===== config.mk =====
export PLATFORM = sky130hd
export DESIGN_NAME = pwm_multich
export DESIGN_NICKNAME = d
export VERILOG_FILES = /design/src/rtl/pwm_pkg.sv /design/src/rtl/pwm_timebase.sv /design/src/rtl/pwm_multich.sv
export SDC_FILE = /design/constraint.sdc
export NUM_CORES = 1
export LEC_CHECK = 0
export ABC_AREA = 1
export CAP_MARGIN = 5
export CORE_ASPECT_RATIO = 1.25
export CORE_MARGIN = 10
export CORE_UTILIZATION = 40
export CTS_CLUSTER_SIZE = 25
export DETAILED_ROUTE_END_ITERATION = 8
export REMOVE_ABC_BUFFERS = 1
export SLEW_MARGIN = 5
export SYNTH_ARGS = -nofsm -noshare
export SYNTH_HDL_FRONTEND = slang
export SYNTH_SLANG_ARGS = --single-unit

===== constraint.sdc =====
create_clock -name clk -period 2.16 [get_ports clk]
set_input_delay 0.432 -clock clk [delete_from_list [all_inputs] [get_ports clk]]
set_output_delay 0.432 -clock clk [all_outputs]
set_load 0.005 [all_outputs]

===== src/rtl/pwm_pkg.sv =====
// Shared constants for the multi-channel PWM generator: output mode encodings
// and the servo window divider.
package pwm_pkg;

    localparam logic MODE_NORMAL = 1'b0;
    localparam logic MODE_SERVO  = 1'b1;
    localparam int   SERVO_DIV   = 20;

endpackage


===== src/rtl/pwm_timebase.sv =====
// Shared time base: programmable prescaler feeding a free-running period
// counter, plus the tick/wrap strobes and the registered period-start pulse.
module pwm_timebase #(
    parameter int PSC_W = 32,
    parameter int RES   = 8
) (
    input  logic             clk,
    input  logic             rst_i,
    input  logic             en_i,
    input  logic [PSC_W-1:0] psc_i,
    output logic             tick,
    output logic             wrap,
    output logic [RES-1:0]   cnt,
    output logic             period_o
);

    logic [PSC_W-1:0] q_q, q_d;
    logic [RES-1:0]   cnt_q, cnt_d;
    logic             period_q, period_d;

    // Disabled means parked at zero so the first enabled period is a full one.
    always_comb begin
        tick     = en_i && (q_q == psc_i);
        wrap     = tick && (cnt_q == {RES{1'b1}});
        q_d      = q_q + 1'b1;
        cnt_d    = cnt_q;
        period_d = wrap;
        if (!en_i) begin
            q_d      = '0;
            cnt_d    = '0;
            period_d = 1'b0;
        end else if (tick) begin
            q_d   = '0;
            cnt_d = cnt_q + 1'b1;
        end
    end

    always_ff @(posedge clk) begin
        if (rst_i) begin
            q_q      <= '0;
            cnt_q    <= '0;
            period_q <= 1'b0;
        end else begin
            q_q      <= q_d;
            cnt_q    <= cnt_d;
            period_q <= period_d;
        end
    end

    assign cnt      = cnt_q;
    assign period_o = period_q;

endmodule


===== src/rtl/pwm_multich.sv =====
// Multi-channel PWM with shadowed duty registers committed at period wrap.
// Define PWM_SERVO_EN to add the 5-10 % servo pulse mapping selected by mode_i.
module pwm_multich
    import pwm_pkg::*;
#(
    parameter  int CH    = 3,
    parameter  int RES   = 8,
    parameter  int PSC_W = 32,
    localparam int CHW   = (CH > 1) ? $clog2(CH) : 1
) (
    input  logic             clk,
    input  logic             rst_i,
    input  logic             en_i,
    input  logic [PSC_W-1:0] psc_i,
    input  logic             wr_valid_i,
    input  logic [CHW-1:0]   wr_ch_i,
    input  logic [RES:0]     wr_duty_i,
    output logic             wr_ready_o,
    input  logic             mode_i,
    output logic [CH-1:0]    pwm_o,
    output logic             period_o
);

    localparam logic [RES:0] FULL = {1'b1, {RES{1'b0}}};

    logic               unusedTick;
    logic               wrap;
    logic [RES-1:0]     cnt;
    logic               commit;
    logic               accept;
    logic [RES:0]       dutyClamped;
    logic [CH-1:0]      pendFlag;
    logic [(1<<CHW)-1:0] pendPad;

    pwm_timebase #(
        .PSC_W(PSC_W),
        .RES  (RES)
    ) u_timebase (
        .clk     (clk),
        .rst_i   (rst_i),
        .en_i    (en_i),
        .psc_i   (psc_i),
        .tick    (unusedTick),
        .wrap    (wrap),
        .cnt     (cnt),
        .period_o(period_o)
    );

    assign commit = wrap || !en_i;

    // Unused channel codes read a zero pad bit, so they always look ready.
    always_comb begin
        pendPad          = '0;
        pendPad[CH-1:0]  = pendFlag;
        dutyClamped      = (wr_duty_i > FULL) ? FULL : wr_duty_i;
    end

    assign wr_ready_o = !pendPad[wr_ch_i];
    assign accept     = wr_valid_i && wr_ready_o;

`ifdef PWM_SERVO_EN
    localparam int             SB      = (1 << RES) / SERVO_DIV;
    localparam logic [2*RES:0] SB_WIDE = (2*RES+1)'(SB);
    localparam logic [RES:0]   SB_THR  = (RES+1)'(SB);

    logic mode_q, mode_d;

    // Thresholds computed at a commit use the mode sampled in that same cycle.
    assign mode_d = commit ? mode_i : mode_q;

    always_ff @(posedge clk) begin
        if (rst_i) begin
            mode_q <= MODE_NORMAL;
        end else begin
            mode_q <= mode_d;
        end
    end
`else
    logic unusedMode;
    assign unusedMode = mode_i;
`endif

    for (genvar c = 0; c < CH; c++) begin : g_ch
        logic [RES:0] pendDuty_q, pendDuty_d;
        logic [RES:0] actThr_q, actThr_d;
        logic [RES:0] thr;
        logic         pendFlag_q, pendFlag_d;
        logic         pwm_q, pwm_d;
        logic         hit;
`ifdef PWM_SERVO_EN
        logic [2*RES:0] prod;
`endif

        // Ready is low while pending, so a write and a commit never collide.
        always_comb begin
            hit = accept && (wr_ch_i == CHW'(c));
`ifdef PWM_SERVO_EN
            prod = {{RES{1'b0}}, pendDuty_q} * SB_WIDE;
            thr  = (mode_d == MODE_SERVO) ? (SB_THR + (RES+1)'(prod >> RES)) : pendDuty_q;
`else
            thr  = pendDuty_q;
`endif
            pendDuty_d = pendDuty_q;
            pendFlag_d = pendFlag_q;
            actThr_d   = actThr_q;
            if (commit && pendFlag_q) begin
                actThr_d   = thr;
                pendFlag_d = 1'b0;
            end
            if (hit) begin
                pendDuty_d = dutyClamped;
                pendFlag_d = 1'b1;
            end
            pwm_d = en_i && ({1'b0, cnt} < actThr_q);
        end

        always_ff @(posedge clk) begin
            if (rst_i) begin
                pendDuty_q <= '0;
                pendFlag_q <= 1'b0;
                actThr_q   <= '0;
                pwm_q      <= 1'b0;
            end else begin
                pendDuty_q <= pendDuty_d;
                pendFlag_q <= pendFlag_d;
                actThr_q   <= actThr_d;
                pwm_q      <= pwm_d;
            end
        end

        assign pendFlag[c] = pendFlag_q;
        assign pwm_o[c]    = pwm_q;
    end

endmodule


Word-level counts from Yosys, hierarchy flattened
Cells that the tools add are included. W data, S select, Z words.

Word-level logic and storage cells: 57. Bits in writable memories: 0. Input port bits: 48. Latch bits: 0. Memories kept: 0. Output and inout port bits: 5. Register bits after elaboration: 101. ROM bits: 0.

Bitwise operators: 1. Reductions and logical operators: 21. Shift-type cells: 0. Divide/modulo/power cells: 0. Order comparisons: 5. Add/subtract/negate cells: 2. Mux-type cells: 9. Multiply operators: 0. Equal/unequal tests: 4.

Operator list (number): $add A32 B1 Y32 const B (1); $eq A32 B32 Y1 (1); $lt A8 B9 Y1 (3); $logic_and A1 B1 Y1 (12); $gt A9 B9 Y1 const B (1); $mux W9 (1); $add A8 B1 Y8 const B (1); $eq A8 B8 Y1 const B (1); $mux W1 (7); $reduce_bool A2 Y1 (3); $lt A2 B3 Y1 const B (1); $reduce_or A3 Y1 (1); $bmux W1 S2 (1); $eq A2 B1 Y1 const B (1); $eq A2 B2 Y1 const B (1); $logic_not A1 Y1 (2); $logic_not A2 Y1 (1); $reduce_or A2 Y1 (1); $logic_or A1 B1 Y1 (1); $not A1 Y1 (1).

Longest topological paths before layout
Depth in word-level cells: 7. Depth in mapped cells: 14. Depth with buffers taken out: 13.

By module
From an unflattened synthesis, not the netlist that was laid out.

Cells, all modules: 977. Area, all modules: 6269.8 um^2.

By module, submodules not included: pwm_timebase (area each 3296.9 um^2, sequential area each 820.8 um^2, cells an instance 559, instances 1); pwm_multich (area each 2972.9 um^2, sequential area each 1201.2 um^2, cells an instance 418, instances 1).

Least setup slack after synthesis
Ideal clock, no wire load.

Path kind: register -> register. From: register u_timebase.q_q[0]. To: register u_timebase.q_q[26]. Clock period less this slack: 1.705 ns. Required time: 2.043 ns. Arrival: 1.588 ns. Library setup time: 0.117 ns. Stages on the path, launching flop included: 11. Slack: 0.455 ns. Buffers on the path: 0. Cell sequence: dfxtp_1 -> ha_1 -> nand3_2 -> nor3_2 -> nand2_2 -> nor2_4 -> nand3_2 -> nor2_2 -> nand2_1 -> nor2_1 -> nor3b_2.

Cells in the longest elaborated chain, start to end: 3. Elaborated cells between the ends (all ways): 4. Classes of those cells: add/sub (1); eq/ne (1); reduce/logical (2).

Ends and longest elaborated chain: from (decl) (RTL line pwm_timebase.sv:17) `logic [PSC_W-1:0] q_q, q_d;`; from (signal assigned) (RTL line pwm_timebase.sv:44) `q_q <= q_d;`; branches (longest 3 deep; another with $add A32 B1 Y32).

Parallel ways; which one is timed is not known. A chain may end at the register's enable or synchronous reset.

Worst setup path after layout
From: input psc_i[25]. To: register g_ch[1].actThr_q[6].

Cells in the longest elaborated chain, start to end: 5.

Ends and longest elaborated chain: from (decl) (RTL line pwm_multich.sv:14) `input logic [PSC_W-1:0] psc_i,`; $eq A32 B32 Y1 (RTL line pwm_timebase.sv:23) `tick = en_i && (q_q == psc_i);`; $logic_and A1 B1 Y1 (RTL line pwm_timebase.sv:23); $logic_and A1 B1 Y1 (RTL line pwm_timebase.sv:24) `wrap = tick && (cnt_q == {RES{1'b1}});`; $logic_or A1 B1 Y1 (RTL line pwm_multich.sv:49) `assign commit = wrap || !en_i;`; $logic_and A1 B1 Y1 (RTL line pwm_multich.sv:106) `if (commit && pendFlag_q) begin`; to (signal assigned) (RTL line pwm_multich.sv:126) `actThr_q <= actThr_d;`; to (decl) (RTL line pwm_multich.sv:85) `logic [RES:0] actThr_q, actThr_d;`.

Every way passes these cells.

==> impl_metrics.json <==
{
  "slew_headroom_pct": 72.7,
  "reg2reg_slack_ns": 0.19,
  "grt_pass1_vias": 5671,
  "holdBufCountCts": 0,
  "p_leak_nw": 3.35,
  "cts_buffer_depth": 2,
  "antenna_found_initial": 0,
  "ys_top_cells_by_area": "dfxtp_1 (34%), nand2_1 (11%), inv_1 (7.8%)",
  "ant_nets": 0,
  "rows": 50,
  "yosys_warnings": 0,
  "initial_core_util_pct": 40.5,
  "powerDensity_nw_per_um2": 530,
  "synthFlopType": "dfxtp_1",
  "drcViolationCount": 0,
  "power_mw": 4.12,
  "htreeDepth": 3,
  "clock_latency_ns": 0.36,
  "ys_ff_latch": 101,
  "yosysTopAreaCellShare_pct": 33.6,
  "synth_common_cells": "nand2_1 (183), inv_1 (125), nor2_1 (110)",
  "worst_slew_pin_slew_ns": 0.406,
  "holdPathStages": 2,
  "n_antenna_cell": 0,
  "syn_inst": 896,
  "rr_endpoint": "u_timebase.q_q[26]$_SDFF_PP0_",
  "num-fill-cells": 1507,
  "synth_area_sq_um": 6030,
  "cts_root_buffer": "clkbuf_16",
  "fmax_mhz": 494,
  "synthArstFlopShare_pct": 0,
  "syn_avg_cell_area_sq_um": 6.73,
  "hold_start": "g_ch[2].pendDuty_q[4]$_SDFFE_PP0P_",
  "synth-edff-count": 0,
  "die_w_um": 130,
  "hpwl_um": 12900,
  "crit_arrival_ns": 2.28,
  "yosysTopAreaCell": "dfxtp_1",
  "port_buffers": 51,
  "vias": 5872,
  "post-route-period-util_pct": 93.7,
  "yosysMostFrequentCell": "nand2_1",
  "grt_setup_unrepaired": "no",
  "clock_sinks": 101,
  "path_clk_slew_ns": 0.07,
  "critPathKind": "in2reg",
  "placed_area_sq_um": 7380,
  "drive_gt1_share_pct": 17.9,
  "skew_ns": 0.00826,
  "setup_viol": 0,
  "wl_per_cell_um": 13.5,
  "worst_setup_path_start_kind": "primary input",
  "dieArea_sq_um": 20400,
  "drt_iter0_markers": 275,
  "holdWs_ns": 0.453,
  "hold_viol_final": 0,
  "reg2reg_from": "u_timebase.q_q[1]$_SDFF_PP0_",
  "design_area_sq_um": 7770,
  "maxCapViolations": 0,
  "multi_input_area_sq_um": 3340,
  "crit_path_end_kind": "register",
  "cts_tree": "done",
  "status": "complete, no violations",
  "io_pins": 53,
  "slew_violations": 0,
  "fin_tns_setup_ns": 0,
  "regArea_sq_um": 2020,
  "fin_ws_ns": 0.135,
  "drt_wl_total_um": 16500,
  "postCtsSetupRepairBufs": 0,
  "gp_congestion": 0.897,
  "grt_max_degree": 53,
  "coreArea_sq_um": 14900,
  "reg2reg_depth": 10,
  "synth.yosys.seq_area_share_pct": 33.6,
  "grt_util_all_layers_pct": 16.4,
  "syn_to_final_growth_pct": 29.0,
  "overflow": 0,
  "grt_pass1_wl_um": 26800,
  "vdd_ir_drop_max_mv": 0.342,
  "place_ws_ns": -0.304,
  "min_period_ns": 2.02,
  "worstPathRequired_ns": 2.41,
  "die_y_um": 157,
  "hold_class": "reg2reg",
  "numCtsBuffers": 9,
  "vias_per_cell": 4.81,
  "crit_fanout": 23,
  "ys_types": 45,
  "finalNetCount": 1104,
  "drt_first_pass_iters": 5,
  "min_to": "g_ch[2].pendDuty_q[4]$_SDFFE_PP0P_"
}
-- worst max-delay path by stage --
stage               startpoint                                to  slack (ns)
floorplan            psc_i[16]     u_timebase.q_q[22]$_SDFF_PP0_        0.13
global placement      psc_i[8]  g_ch[1].actThr_q[1]$_SDFFE_PP0P_       -0.27
detailed placement    psc_i[8]  g_ch[1].actThr_q[4]$_SDFFE_PP0P_       -0.30
CTS                   psc_i[8]  g_ch[1].actThr_q[4]$_SDFFE_PP0P_        0.07
global route         psc_i[25]  g_ch[1].actThr_q[4]$_SDFFE_PP0P_       0.003
finish               psc_i[25]  g_ch[1].actThr_q[6]$_SDFFE_PP0P_        0.14
-- power breakdown --
group / internal (mW) / leakage [nW] / switching, mW
logic: 0.269 / 2.39 / 0.286
registers: 1.91 / 0.819 / 0.0165
clock network: 0.813 / 0.141 / 0.825
total: 2.99 / 3.35 / 1.13
-- routing by layer --
layer / track usage (%) / routed length, um
met5: 0 / 0
met2: 30.0 / 8740
met4: 8.10 / 440
met3: 2.56 / 653
met1: 17.9 / 6680
-- worst max-delay path, stage by stage --
cell and delay (ns):
clkdlybuf4s50_1 0.49, inv_1 0.04, nand2_1 0.11, nand2_1 0.08, nor2_1 0.11, nand2_1 0.06, nor2_1 0.08, nand2_1 0.09
nor2_4 0.13, nand3_4 0.22, nand2_8 0.23, nand3_1 0.09, nand2_1 0.07, nor2_1 0.04
-- placed cells by master (no fill, tap or decap), types with 2 or more instances in the layout --
master and count:
inv_2 20, nor3b_2 5, a211oi_1 3, xnor2_1 7, nor2_2 5, xor2_1 15, nor3_1 23, and2_1 2
nand3_2 4, nand4_2 3, o2111ai_1 3, nor2_4 4, clkdlybuf4s50_1 41, nand2_8 3, inv_1 125, nor2_1 108
dlymetal6s2s_1 9, clkbuf_16 9, o21ai_0 34, buf_12 4, ha_1 22, nand2_4 2, clkinv_4 2, dfxtp_1 100
nand4_1 21, nand2_1 176, nor4_1 11, inv_6 2, nor3_2 3, nand3_1 64, buf_4 97, a31oi_1 2
nand2_2 14, a21oi_1 78
-- layout make-up --
cell class              count  share of cell area, %
multi-input cells         623                   42.9
flip-flops and latches    101                   26.0
repair buffers            152                   17.2
inverters                 146                   7.05
well taps                 182                   2.93
clock buffers               9                   2.90
clock inverters             7                  0.902
-- flip-flops by register name, summed over array words and instances (netlist names) --
signal	flops
u_timebase.q_q	32
g_ch.actThr_q	27
g_ch.pendDuty_q	27
u_timebase.cnt	8
g_ch.pendFlag_q	3
g_ch.pwm_q	3
u_timebase.period_o	1
-- logic make-up after synthesis --
kind of cell	synth area share [%]
AOI/OAI and AO/OA	10.9
DFF	33.6
xor gates and xnor gates	3.20
buffers and inverters	12.3
adders and majority gates	4.78
and+or+nand+nor	35.2
-- through the flow --
step | utilization [%] | instances
after floorplan | - | 867
after global placement | 49.5 | 1201
after detailed placement | 49.5 | 1201
after CTS | 51.5 | 1217
after global routing | 52.2 | 1220
final | 52.2 | 1220
-- repair_timing --
action / in CTS / in global routing
gates cloned: 0 / 3
endpoints found under the setup margin: 1 / 30
gates resized for setup: 1 / 22
pin swaps: 0 / 13
(Power assumes the default switching activity.)
